$ cat src/rtl/led_pattern_pkg.sv
// rtl/led_pattern_pkg.sv - shared types and constants for the multi-channel LED driver
package led_pattern_pkg;

   typedef enum logic [1:0] {
      MODE_OFF     = 2'd0,
      MODE_ON      = 2'd1,
      MODE_BLINK   = 2'd2,
      MODE_PATTERN = 2'd3
   } led_mode_t;

   localparam int PATTERN_LEN = 32;
   localparam int IDX_BITS    = 5;

endpackage

$ cat src/rtl/led_channel.sv
// rtl/led_channel.sv - one LED channel: config registers, step timer and base level
module led_channel
   import led_pattern_pkg::*;
#(
   parameter int PWM_BITS    = 8,
   parameter int PERIOD_BITS = 16
) (
   input  logic                   clk,
   input  logic                   rst_n,
   input  logic                   tick,
   input  logic                   load,
   input  led_mode_t              cfg_mode,
   input  logic [PERIOD_BITS-1:0] cfg_period,
   input  logic [PWM_BITS-1:0]    cfg_bright,
   input  logic [PATTERN_LEN-1:0] cfg_pattern,
   output logic                   base,
   output logic [PWM_BITS-1:0]    bright
);

   led_mode_t              mode;
   logic [PERIOD_BITS-1:0] period;
   logic [PATTERN_LEN-1:0] pattern;
   logic [PERIOD_BITS-1:0] step_cnt;
   logic [PERIOD_BITS-1:0] step_max;
   logic [IDX_BITS-1:0]    idx;
   logic                   level;

   // A zero period behaves like a period of one tick.
   assign step_max = (period == '0) ? '0 : period - PERIOD_BITS'(1);

   // A load restarts the phase and takes priority over a coincident tick.
   always_ff @(posedge clk or negedge rst_n) begin
      if (!rst_n) begin
         mode     <= MODE_OFF;
         period   <= PERIOD_BITS'(1);
         bright   <= '1;
         pattern  <= '0;
         step_cnt <= '0;
         idx      <= '0;
         level    <= 1'b1;
      end else if (load) begin
         mode     <= cfg_mode;
         period   <= cfg_period;
         bright   <= cfg_bright;
         pattern  <= cfg_pattern;
         step_cnt <= '0;
         idx      <= '0;
         level    <= 1'b1;
      end else if (tick) begin
         if (step_cnt >= step_max) begin
            step_cnt <= '0;
            if (mode == MODE_BLINK) begin
               level <= ~level;
            end
            if (mode == MODE_PATTERN) begin
               idx <= idx + 1'b1;
            end
         end else begin
            step_cnt <= step_cnt + 1'b1;
         end
      end
   end

   always_comb begin
      base = 1'b0;
      case (mode)
         MODE_OFF:     base = 1'b0;
         MODE_ON:      base = 1'b1;
         MODE_BLINK:   base = level;
         MODE_PATTERN: base = pattern[idx];
         default:      base = 1'b0;
      endcase
   end

endmodule

$ cat src/rtl/led_pattern_ctrl.sv
// rtl/led_pattern_ctrl.sv - top: prescaler, PWM counter, config handshake and LED output register
module led_pattern_ctrl
   import led_pattern_pkg::*;
#(
   parameter int CLK_HZ      = 16_000_000,
   parameter int TICK_HZ     = 1000,
   parameter int CHANNELS    = 1,
   parameter int PWM_BITS    = 8,
   parameter int PERIOD_BITS = 16
) (
   input  logic                   CLK,
   input  logic                   RESET_N,
   input  logic                   CFG_VALID,
   output logic                   CFG_READY,
   input  logic [2:0]             CFG_CHAN,
   input  logic [1:0]             CFG_MODE,
   input  logic [PERIOD_BITS-1:0] CFG_PERIOD,
   input  logic [PWM_BITS-1:0]    CFG_BRIGHT,
   input  logic [PATTERN_LEN-1:0] CFG_PATTERN,
   output logic [CHANNELS-1:0]    LED,
   output logic                   USBPU
);

   localparam int DIV        = CLK_HZ / TICK_HZ;
   localparam int PRESC_BITS = $clog2(DIV);
   localparam logic [PRESC_BITS-1:0] PRESC_MAX = PRESC_BITS'(DIV - 1);

   logic [PRESC_BITS-1:0]  presc;
   logic                   tick;
   logic [PWM_BITS-1:0]    pwm_cnt;
   logic                   cfg_ready;
   logic                   accept;
   logic                   stage_valid;
   logic [2:0]             stage_chan;
   led_mode_t              stage_mode;
   logic [PERIOD_BITS-1:0] stage_period;
   logic [PWM_BITS-1:0]    stage_bright;
   logic [PATTERN_LEN-1:0] stage_pattern;
   logic [CHANNELS-1:0]    load;
   logic [CHANNELS-1:0]    base;
   logic [CHANNELS-1:0]    pwm_on;
   logic [PWM_BITS-1:0]    bright [CHANNELS];

   assign tick      = (presc == PRESC_MAX);
   assign accept    = CFG_VALID & cfg_ready;
   assign CFG_READY = cfg_ready;
   assign USBPU     = 1'b0;

   always_ff @(posedge CLK or negedge RESET_N) begin
      if (!RESET_N) begin
         presc   <= '0;
         pwm_cnt <= '0;
      end else begin
         presc   <= tick ? '0 : presc + 1'b1;
         pwm_cnt <= pwm_cnt + 1'b1;
      end
   end

   // Accepted config is staged for one cycle; ready drops in that cycle.
   always_ff @(posedge CLK or negedge RESET_N) begin
      if (!RESET_N) begin
         cfg_ready     <= 1'b1;
         stage_valid   <= 1'b0;
         stage_chan    <= '0;
         stage_mode    <= MODE_OFF;
         stage_period  <= '0;
         stage_bright  <= '0;
         stage_pattern <= '0;
      end else begin
         cfg_ready   <= ~accept;
         stage_valid <= accept;
         if (accept) begin
            stage_chan    <= CFG_CHAN;
            stage_mode    <= led_mode_t'(CFG_MODE);
            stage_period  <= CFG_PERIOD;
            stage_bright  <= CFG_BRIGHT;
            stage_pattern <= CFG_PATTERN;
         end
      end
   end

   for (genvar c = 0; c < CHANNELS; c++) begin : g_chan
      assign load[c]   = stage_valid && (stage_chan == 3'(c));
      assign pwm_on[c] = (&bright[c]) | (pwm_cnt < bright[c]);

      led_channel #(
         .PWM_BITS    (PWM_BITS),
         .PERIOD_BITS (PERIOD_BITS)
      ) u_chan (
         .clk         (CLK),
         .rst_n       (RESET_N),
         .tick        (tick),
         .load        (load[c]),
         .cfg_mode    (stage_mode),
         .cfg_period  (stage_period),
         .cfg_bright  (stage_bright),
         .cfg_pattern (stage_pattern),
         .base        (base[c]),
         .bright      (bright[c])
      );
   end

   always_ff @(posedge CLK or negedge RESET_N) begin
      if (!RESET_N) begin
         LED <= '0;
      end else begin
         LED <= base & pwm_on;
      end
   end

endmodule

$ cat config.mk
export PLATFORM = sky130hd
export DESIGN_NAME = led_pattern_ctrl
export DESIGN_NICKNAME = d
export VERILOG_FILES = /design/src/rtl/led_pattern_pkg.sv /design/src/rtl/led_channel.sv /design/src/rtl/led_pattern_ctrl.sv
export SDC_FILE = /design/constraint.sdc
export NUM_CORES = 1
export LEC_CHECK = 0
export CAP_MARGIN = 20
export CORE_MARGIN = 2
export CORE_UTILIZATION = 45
export CTS_CLUSTER_SIZE = 28
export DETAILED_ROUTE_END_ITERATION = 12
export HOLD_SLACK_MARGIN = 0.05
export PLACE_DENSITY = 0.63
export SYNTH_ARGS = -nofsm -noshare
export SYNTH_HDL_FRONTEND = slang
export SYNTH_SLANG_ARGS = --single-unit
$ cat constraint.sdc
create_clock -name CLK -period 7.23 [get_ports CLK]
set_input_delay 1.446 -clock CLK [delete_from_list [all_inputs] [get_ports CLK]]
set_output_delay 1.446 -clock CLK [all_outputs]
set_load 0.005 [all_outputs]
==> results.py <==
metrics = {
    "clock_tree": {
        "ctsHtreeMaxLevel": 4,
        "cts_root_buffer": "clkbuf_16",
        "cts_resized": 0,
        "cts_hold_buf": 0,
        "clockBufferDepth": 2,
        "numCtsBuffers": 17,
        "cts_sinks": 166,
        "cts.clk_slew.worst_paths_ns": 0.07,
        "worstSkewPairLatency_ns": 0.43,
        "post_cts_buffers": 0,
        "cts_tree": "built",
    },
    "drt": {
        "ant_nets": 0,
        "drt_iter0_markers": 330,
        "drc": 0,
        "viasPerCell": 5.19,
        "first_pass_iters": 4,
        "wire_per_inst_um": 15.0,
        "num_vias": 5335,
        "wl_um": 15400,
    },
    "synthesis": {
        "avgSynthCellArea_um2": 10.8,
        "syn_nets": 824,
        "synth_area_um2": 7860,
        "synth_ff_type": "dfrtp_1",
        "ys_types": 63,
        "synthCells": 731,
        "ys_seq_area_frac": 0.530,
        "yosys_warnings": 0,
        "synth_edf_count": 0,
        "ys_ff_latch": 166,
        "ys_async_sr_fraction": 1.00,
    },
    "grt": {
        "grt_usage": 0.181,
        "grt_first_pass_wirelength_um": 26300,
        "grt_pass1_vias": 5441,
        "overflow": 0,
        "grt_max_degree": 115,
        "antenna_found_initial": 0,
    },
    "cells_and_area": {
        "multiInputGateArea_um2": 3500,
        "regArea_um2": 4170,
        "final_cell_mix": "nand2_1 (193), dfrtp_1 (155), clkdlybuf4s50_1 (64), mux2_2 (62), ha_1 (29)",
        "drive_gt1_frac": 0.166,
        "final_cells": 1027,
        "final_common_cell": "nand2_1",
        "final_nets": 882,
        "n_antenna_cell": 0,
        "design_area_um2": 9280,
        "area_growth_pct": 18.1,
        "final_core_util": 0.540,
        "fill_cells": 1520,
    },
    "critical_path": {
        "critical_path.endpoint_type": "register",
        "path_buf_inv": 0,
        "critPathSlowestCell": "o32a_2",
        "required_ns": 7.55,
        "cp_top_family": "simple AND/OR/NAND/NOR gates",
        "cp.depth": 13,
        "worst-setup-path-type": "register to register",
        "path_cells": "nor3_1 -> and2_1 -> nand2_1 -> nor4b_1 -> xor2_1 -> nand2_1 -> ha_1 -> nand4_1 -> or3_1 -> a221oi_1 -> o32a_2 -> o21ai_1 -> a22o_1",
        "crit_path_max_fanout": 21,
        "slowest_delay_ns": 0.50,
        "cp-start-kind": "register",
        "path_common_cell": "nand2_1",
        "ff2ff_path_depth": 13,
        "arrival_ns": 4.39,
    },
    "placement": {
        "dpl-instance-area_um2": 8680,
        "dp_cells": 994,
        "place_congestion": 0.840,
        "portBuffers": 65,
        "hpwl_um": 10300,
        "dp_slack_ns": 3.18,
    },
    "die": {
        "die_h_um": 136,
        "start_util": 0.458,
        "placeableCoreArea_um2": 17200,
        "row_count": 48,
        "fp.dieW_um": 136,
        "io_pins": 67,
        "die_area_um2": 18500,
    },
    "timing": {
        "setup_viol": 0,
        "max_slew_margin": 0.315,
        "holdWs_ns": 0.461,
        "clock_skew_ns": 0.00841,
        "rsz0062_at_grt": "false",
        "hold_violations": 0,
        "layout_setup_ws_ns": 3.16,
        "worst_pin_slew_ns": 1.03,
        "finalSetupTns_ns": 0,
        "layout_min_cycle_time_ns": 4.07,
        "slew_violations": 0,
        "timing.fmax_mhz": 246,
        "fin_crit_sh": 0.563,
    },
    "power_and_ir_drop": {
        "power.total_mw": 2.78,
        "p_per_area_nw_per_um2": 299,
        "vdd_ir_drop_max_v": 0.000181,
        "leakage_nw": 4.20,
    },
    "hold_path": {
        "hold_class": "register to register",
        "min_path_cells": 2,
    },
    "job": {
        "max_cap_viol_count": 0,
    },
    "run_status": {
        "status": "finished, final reports clean",
    },
}
## routing by layer
layer,wire length [µm],track usage
met4,202,0.0550
met1,7000,0.234
met3,374,0.0425
met2,7810,0.302
met5,0,0
## logic make-up after synthesis
kind of cell,synth area share
buf+inv,0.0253
compound gates,0.0575
simple gates,0.186
flops,0.530
mux,0.109
other cells,0.000477
xor+xnor,0.0446
fa+ha+maj,0.0462
## synthesized netlist by cell type (all sizes together) (2+ instances only)
| master | number | share of area |
|---|---|---|
| nor4b | 4 | 0.0080 |
| o21ai | 26 | 0.017 |
| xor2 | 19 | 0.021 |
| nand3b | 4 | 0.0038 |
| and2 | 3 | 0.0024 |
| a21oi | 12 | 0.0076 |
| mux2i | 6 | 0.0076 |
| dfstp | 11 | 0.037 |
| o22ai | 2 | 0.0016 |
| or3 | 4 | 0.0032 |
| nand4 | 12 | 0.010 |
| a22o | 3 | 0.0033 |
| ha | 29 | 0.046 |
| mux2 | 63 | 0.090 |
| and4 | 6 | 0.0072 |
| and3 | 5 | 0.0041 |
| nor2b | 6 | 0.0048 |
| a211o | 3 | 0.0033 |
| nor3 | 17 | 0.014 |
| xnor2 | 21 | 0.023 |
| nand2 | 194 | 0.093 |
| nor4 | 3 | 0.0024 |
| nand3 | 11 | 0.0070 |
| nor2 | 29 | 0.015 |
| inv | 16 | 0.0076 |
| a32o | 3 | 0.0038 |
| a2111oi | 3 | 0.0033 |
| clkbuf | 23 | 0.011 |
| buf | 7 | 0.0067 |
| mux4 | 4 | 0.011 |
| o21a | 4 | 0.0038 |
| a41oi | 2 | 0.0046 |
| nor3b | 3 | 0.0035 |
| nand2b | 3 | 0.0024 |
| o211ai | 3 | 0.0029 |
| dfrtp | 155 | 0.49 |
## registers in the layout (all words and copies together) (netlist names)
register                count
LED                         1
stage_mode                  2
stage_chan                  3
stage_pattern              32
stage_period               16
presc                      14
g_chan.u_chan.period       16
g_chan.u_chan.idx           5
CFG_READY                   1
g_chan.u_chan.step_cnt     16
g_chan.u_chan.pattern      32
stage_valid                 1
g_chan.u_chan.bright        8
pwm_cnt                     8
g_chan.u_chan.level         1
g_chan.u_chan.mode          2
stage_bright                8
## worst register-to-register path, delay by kind of cell (launching register included)
family | cells | cell delay [ns]
and+or+nand+nor | 7 | 1.75
AOI/OAI and AO/OA | 4 | 1.27
DFF | 1 | 0.44
adders and majority gates | 1 | 0.32
xor gates and xnor gates | 1 | 0.19
## report_power, final
| group | switching [mW] | internal (mW) |
|---|---|---|
| combinational | 0.313 | 0.297 |
| clock | 0.381 | 0.497 |
| sequential | 0.139 | 1.15 |
| total | 0.832 | 1.94 |
## layout make-up
class	count	area share
Sequential cell	166	0.449
Clock inverter	12	0.0125
Timing Repair Buffer	69	0.0756
Clock buffer	20	0.0492
Tap cell	225	0.0303
Inverter	16	0.00647
Multi-Input combinational cell	519	0.377
## worst paths after layout
path                                                   startpoint                                        to  slack [ns]
hold / removal                      stage_pattern[13]$_DFFE_PN0P_  g_chan[0].u_chan.pattern[13]$_DFFE_PN0P_        0.46
min in group asynchronous                                 RESET_N                        presc[3]$_DFF_PN0_        0.91
setup / recovery           g_chan[0].u_chan.period[2]$_DFFE_PN0P_       g_chan[0].u_chan.idx[0]$_DFFE_PN0P_        3.16
setup reg to reg           g_chan[0].u_chan.period[2]$_DFFE_PN0P_       g_chan[0].u_chan.idx[0]$_DFFE_PN0P_        3.16
hold reg to reg                     stage_pattern[13]$_DFFE_PN0P_  g_chan[0].u_chan.pattern[13]$_DFFE_PN0P_        0.46
max in group asynchronous                                 RESET_N              stage_pattern[0]$_DFFE_PN0P_        4.91
(Power assumes the default switching activity.)
==> edit 1: new RTL, config.mk and constraints unchanged <==
Put one more register stage on the output `LED`, cleared by the reset. The value now appears one clock later. The other outputs are not delayed to match.
--- a/src/rtl/led_pattern_ctrl.sv
+++ b/src/rtl/led_pattern_ctrl.sv
@@ -24,6 +24,8 @@
    localparam int DIV        = CLK_HZ / TICK_HZ;
    localparam int PRESC_BITS = $clog2(DIV);
    localparam logic [PRESC_BITS-1:0] PRESC_MAX = PRESC_BITS'(DIV - 1);
+
+   logic [CHANNELS-1:0] LED_s0;
 
    logic [PRESC_BITS-1:0]  presc;
    logic                   tick;
@@ -102,9 +104,17 @@
 
    always_ff @(posedge CLK or negedge RESET_N) begin
       if (!RESET_N) begin
+         LED_s0 <= '0;
+      end else begin
+         LED_s0 <= base & pwm_on;
+      end
+   end
+
+   always_ff @(posedge CLK or negedge RESET_N) begin
+      if (!RESET_N) begin
          LED <= '0;
       end else begin
-         LED <= base & pwm_on;
+         LED <= LED_s0;
       end
    end
 
Check against the original RTL: not equivalent (Yosys sat finds a counterexample within 4 cycles, from zero or initial values and one cycle with RESET_N low).
==> edit 1 against the original RTL <==
Final cell count about the same; synthesized area up 0.32%; non-clock buffer count shrank 1; final area barely moved; first-iteration DRC count shrank 19%; total power increased by 0.83%; sequential cell count grew 1; die area grew 0.31%; routed wire length decreased by 1.5%; utilization shrank 0.15 points; setup slack better by 0.052 ns; clock skew shrank 0.00051 ns.
==> edit 1: results (changes against the original RTL) <==
- Outcome: complete, no violations
- Crit-path slowest cell: o32a_2
- Syn_nets: 825 (+0.12%)
- Critical path arrival: 4.33 ns (-0.06 ns)
- Max incr delay on CP: 0.48 ns (-0.02 ns)
- Initial DRT Pass Iterations: 6 (+2)
- Top flop regs: g_chan.u_chan.pattern x32, stage_pattern x32
- First-pass GRT wire length: 26.19 mm (-0.37%)
- Vias per std cell: 5.225 (+0.59%)
- Mapped Cells: 732 (+0.14%)
- Share of layout cells above drive strength 1: 16.48% (-0.10 points)
- Placed Cells incl. Taps: 995 (+0.10%)
- Leak pwr: 4.210 nW (+0.28%)
- Pre-CTS WS: 3.243 ns (+0.06219 ns)
- Clock skew: 0.007902 ns (-0.0005081 ns)
- Vias: 5361 (+0.49%)
- Routed WL: 15.16 mm (-1.5%)
- Synth area leaders: dfrtp_1 (50%), nand2_1 (9.2%), mux2_2 (8.9%)
- Largest net degree at the start of global routing: 90 (-22%)
- Initial drt markers: 266 (-19%)
- Worst VDD drop: 0.1692 mV (-6.3%)
- Post-DP HPWL: 10.22 mm (-0.34%)
- GPL Wtd Cong: 0.8984 (+6.9%)
- Gr usage total: 17.79% (-0.28 points)
- Sequential fraction of the synthesis area: 53.17% (+0.15 points)
- Vias in the first global route: 5640 (+3.7%)
- Synth cell count leaders: nand2_1 (194), dfrtp_1 (156), mux2_2 (62), ha_1 (29), nor2_1 (26)
## edit 1: cell count changes after synthesis, sizes merged
cell and delta:
dfrtp +1
## edit 1: per-stage QoR
step                cell area (sq um)  total power, mW  hold WS, ns  utilization, %
CTS                              9286            2.830       0.3809           53.88
detailed placement               8705            1.922       0.3608           50.50
floorplan                        7885            1.719       0.3312               -
finish                           9286            2.800       0.3776           53.88
global placement                 8705            1.889       0.3370           50.50
global route                     9286            2.991       0.3904           53.88
## edit 1: cell type report
cell class	instances	area [sq um]
inverters	16	60.06
fillers	1466	7950
clock buffers	18	439.2
multi-input cells	519	3496
well taps	225	281.5
flip-flops and latches	167	4193
clock inverters	13	142.6
repair buffers	68	674.4
## edit 1: logic make-up after synthesis
| logic type | synth area share, % |
|---|---|
| compound gates | 5.729 |
| flops | 53.17 |
| buf+inv | 2.523 |
| fa+ha+maj | 4.602 |
| xor+xnor | 4.443 |
| other cells | 0.04756 |
| simple gates | 18.58 |
| mux | 10.90 |
## edit 1: worst min-delay path by stage
| stage | depth (start not counted) | from | slack, ns | endpoint |
|---|---|---|---|---|
| 6_report | 0 | LED_s0 | 0.38 | LED |
| 5_1_grt | 0 | LED_s0 | 0.39 | LED |
| 4_1_cts | 0 | LED_s0 | 0.38 | LED |
| 3_5_place_dp | 0 | LED_s0 | 0.36 | LED |
| 3_3_place_gp | 0 | LED_s0 | 0.34 | LED |
| 2_1_floorplan | 0 | LED_s0 | 0.33 | LED |
## edit 1: routing by layer
layer | up-vias | wire [microns] | GRT usage (%)
met1 | 2657 | 6848 | 21.92
met4 | 0 | 332 | 6.134
met2 | 68 | 7546 | 30.26
met3 | 20 | 434 | 4.735
met5 | - | 0 | 0
li1 | 2616 | - | -
## edit 1: power breakdown
part           leakage (nW)  switching, mW  total [mW]  internal, mW
clock network         0.289          0.377       0.897         0.520
registers              2.06          0.139        1.30          1.16
logic                  1.86          0.311       0.605         0.295
total                  4.21          0.827        2.80          1.97
==> edit 2: new RTL, same flow settings <==
Made on the original files. `PERIOD_BITS` is set to 16 in 2 places; all go to 12.
--- a/src/rtl/led_channel.sv
+++ b/src/rtl/led_channel.sv
@@ -3,7 +3,7 @@
    import led_pattern_pkg::*;
 #(
    parameter int PWM_BITS    = 8,
-   parameter int PERIOD_BITS = 16
+   parameter int PERIOD_BITS = 12
 ) (
    input  logic                   clk,
    input  logic                   rst_n,
--- a/src/rtl/led_pattern_ctrl.sv
+++ b/src/rtl/led_pattern_ctrl.sv
@@ -6,7 +6,7 @@
    parameter int TICK_HZ     = 1000,
    parameter int CHANNELS    = 1,
    parameter int PWM_BITS    = 8,
-   parameter int PERIOD_BITS = 16
+   parameter int PERIOD_BITS = 12
 ) (
    input  logic                   CLK,
    input  logic                   RESET_N,
Ports: changed (resized CFG_PERIOD); port bits go from 67 to 63. No check against the original RTL was run, so the function may have changed too.
==> edit 2 against the original RTL <==
Setup slack improved by 0.53 ns; clock power is 2.3% higher; synthesized area shrank 9.9%; final area is 8.4% lower; sequential cell count down 12; routed wire length shrank 14%; total power is 1.1% lower; critical endpoint is now g_chan[0].u_chan.idx[4].
==> edit 2: results (changes against the original RTL) <==
- Outcome: complete, no violations
- Post-synthesis xor/xnor area fraction: 3.585% (-0.87 points)
- First-pass GRT wire length: 22.71 mm (-14%)
- Worst Max-Slew Pin Slew: 0.9657 ns (-0.06192 ns)
- Postcts setup bufs: 0 (unchanged)
- Critical path arrival: 3.87 ns (-0.52 ns)
- Htree depth: 4 (unchanged)
- Nets: 706 (-20%)
- Crit path max fanout: 5 (-76%)
- Initial DRT Pass Iterations: 4 (unchanged)
- Post-synth top area share: 50.51% (+1.2 points)
- Initial drt markers: 239 (-28%)
- WL/cell: 15.57 microns (+3.9%)
- Clk pin slew, worst setup/hold paths: 0.06 ns
- CTS Root Cell: clkbuf_16
- Mux share of post-synthesis cell area: 19.06% (+8.1 points)
- Async SR Flop Fraction: 100.0% (unchanged)
- Yosys Warn Count: 0 (unchanged)
- Synth Area in Adders: 4.415% (-0.20 points)
- Synth cell count leaders: dfrtp_1 (143), mux2_2 (103), nand2_1 (39), ha_1 (25), nor2_1 (21)
- Worst VDD drop: 0.1952 mV (+8.1%)
- GPL Wtd Cong: 0.8392 (-0.13%)
- Hold crit path type: reg2reg
- Synth area leaders: dfrtp_1 (51%), mux2_2 (16%), ha_1 (4.4%)
- Max clock buf depth: 2 (unchanged)
- Gr usage total: 17.36% (-0.71 points)
- Share of layout cells above drive strength 1: 26.34% (+9.8 points)
- Antenna violations before repair: 0 (unchanged)
- Sequential fraction of the synthesis area: 54.59% (+1.6 points)
- Post_cts resized: 0 (unchanged)
- ANT cells: 0 (unchanged)
- Yosys cell types: 54 (-14%)
- Placed Area: 7899 sq um (-9.0%)
- Vias per std cell: 5.254 (+1.1%)
- Vias in the first global route: 4716 (-13%)
- Syn_nets: 643 (-22%)
- CTS Buf Count: 17 (unchanged)
- Post-synthesis compound-gate area fraction: 6.288% (+0.54 points)
- PortBufs: 61 (-6.2%)
- Largest net degree at the start of global routing: 79 (-31%)
- Top flop regs: g_chan.u_chan.pattern x32, stage_pattern x32, presc x14
- Worst-Skew Late Latency: 0.42 ns
- Post-DP HPWL: 9.155 mm (-11%)
- Clock skew: 0.007791 ns (-0.0006189 ns)
- Leak pwr: 3.630 nW (-14%)
## edit 2: cell families (layout without fill, tap and decap cells)
family,after synthesis,after routing
flip-flops,154,154
AND/OR/NAND/NOR,133,133
multiplexers,112,112
AO/OA/AOI/OAI,69,69
buffers and inverters,35,111
XOR/XNOR,29,29
adder cells (fa/ha/maj),25,25
other,1,1
## edit 2: critical path: stages (launching register included)
cell and delay, ns:
dfrtp_1 0.42, nor4_2 0.44, nand2_1 0.18, or3_1 0.39, a211oi_1 0.23, a21oi_1 0.08, ha_1 0.32, o21a_1 0.18
a211o_1 0.34, a211oi_2 0.36, nor4bb_1 0.13, a31o_2 0.26, a21oi_1 0.13
## edit 2: final timing paths
path / end / slack, ns / start / depth (start not counted)
worst max-delay path: g_chan[0].u_chan.idx[4] / 3.69 / g_chan[0].u_chan.period[4] / 12
worst max register to register: g_chan[0].u_chan.idx[4] / 3.69 / g_chan[0].u_chan.period[4] / 12
max in group asynchronous: stage_pattern[29] / 4.76 / RESET_N / 2
worst min register to register: pwm_cnt[7] / 0.48 / pwm_cnt[7] / 1
min in group asynchronous: pwm_cnt[6] / 1.04 / RESET_N / 1
worst min-delay path: pwm_cnt[7] / 0.48 / pwm_cnt[7] / 1
## edit 2: layer usage
metal	wire length, microns	track usage [%]
met5	0	0
met4	191	6.262
met3	452	3.922
met2	6601	29.38
met1	5916	22.03
## edit 2: power by group
group	leakage, nW	switching (mW)	internal [mW]	total (mW)
clock	0.295	0.356	0.542	0.897
combinational	1.48	0.273	0.343	0.616
sequential	1.86	0.142	1.09	1.23
total	3.63	0.771	1.98	2.75
## edit 2: cell type report
| type | count | area [sq um] |
|---|---|---|
| clock inverter | 11 | 133.9 |
| inverter | 15 | 56.30 |
| tap | 211 | 264.0 |
| multi-input combinational | 369 | 3077 |
| fill | 1306 | 6812 |
| timing repair buffer | 64 | 634.4 |
| sequential | 154 | 3867 |
| clock buffer | 21 | 470.5 |
## edit 2: per-stage QoR
| step | std cells | hold slack (ns) | setup slack [ns] |
|---|---|---|---|
| floorplan | 558 | 0.4444 | 4.015 |
| CTS | 845 | 0.4841 | 3.685 |
| finish | 845 | 0.4824 | 3.686 |
| detailed placement | 813 | 0.4683 | 3.733 |
| global placement | 813 | 0.4665 | 3.782 |
| global route | 845 | 0.4956 | 3.330 |
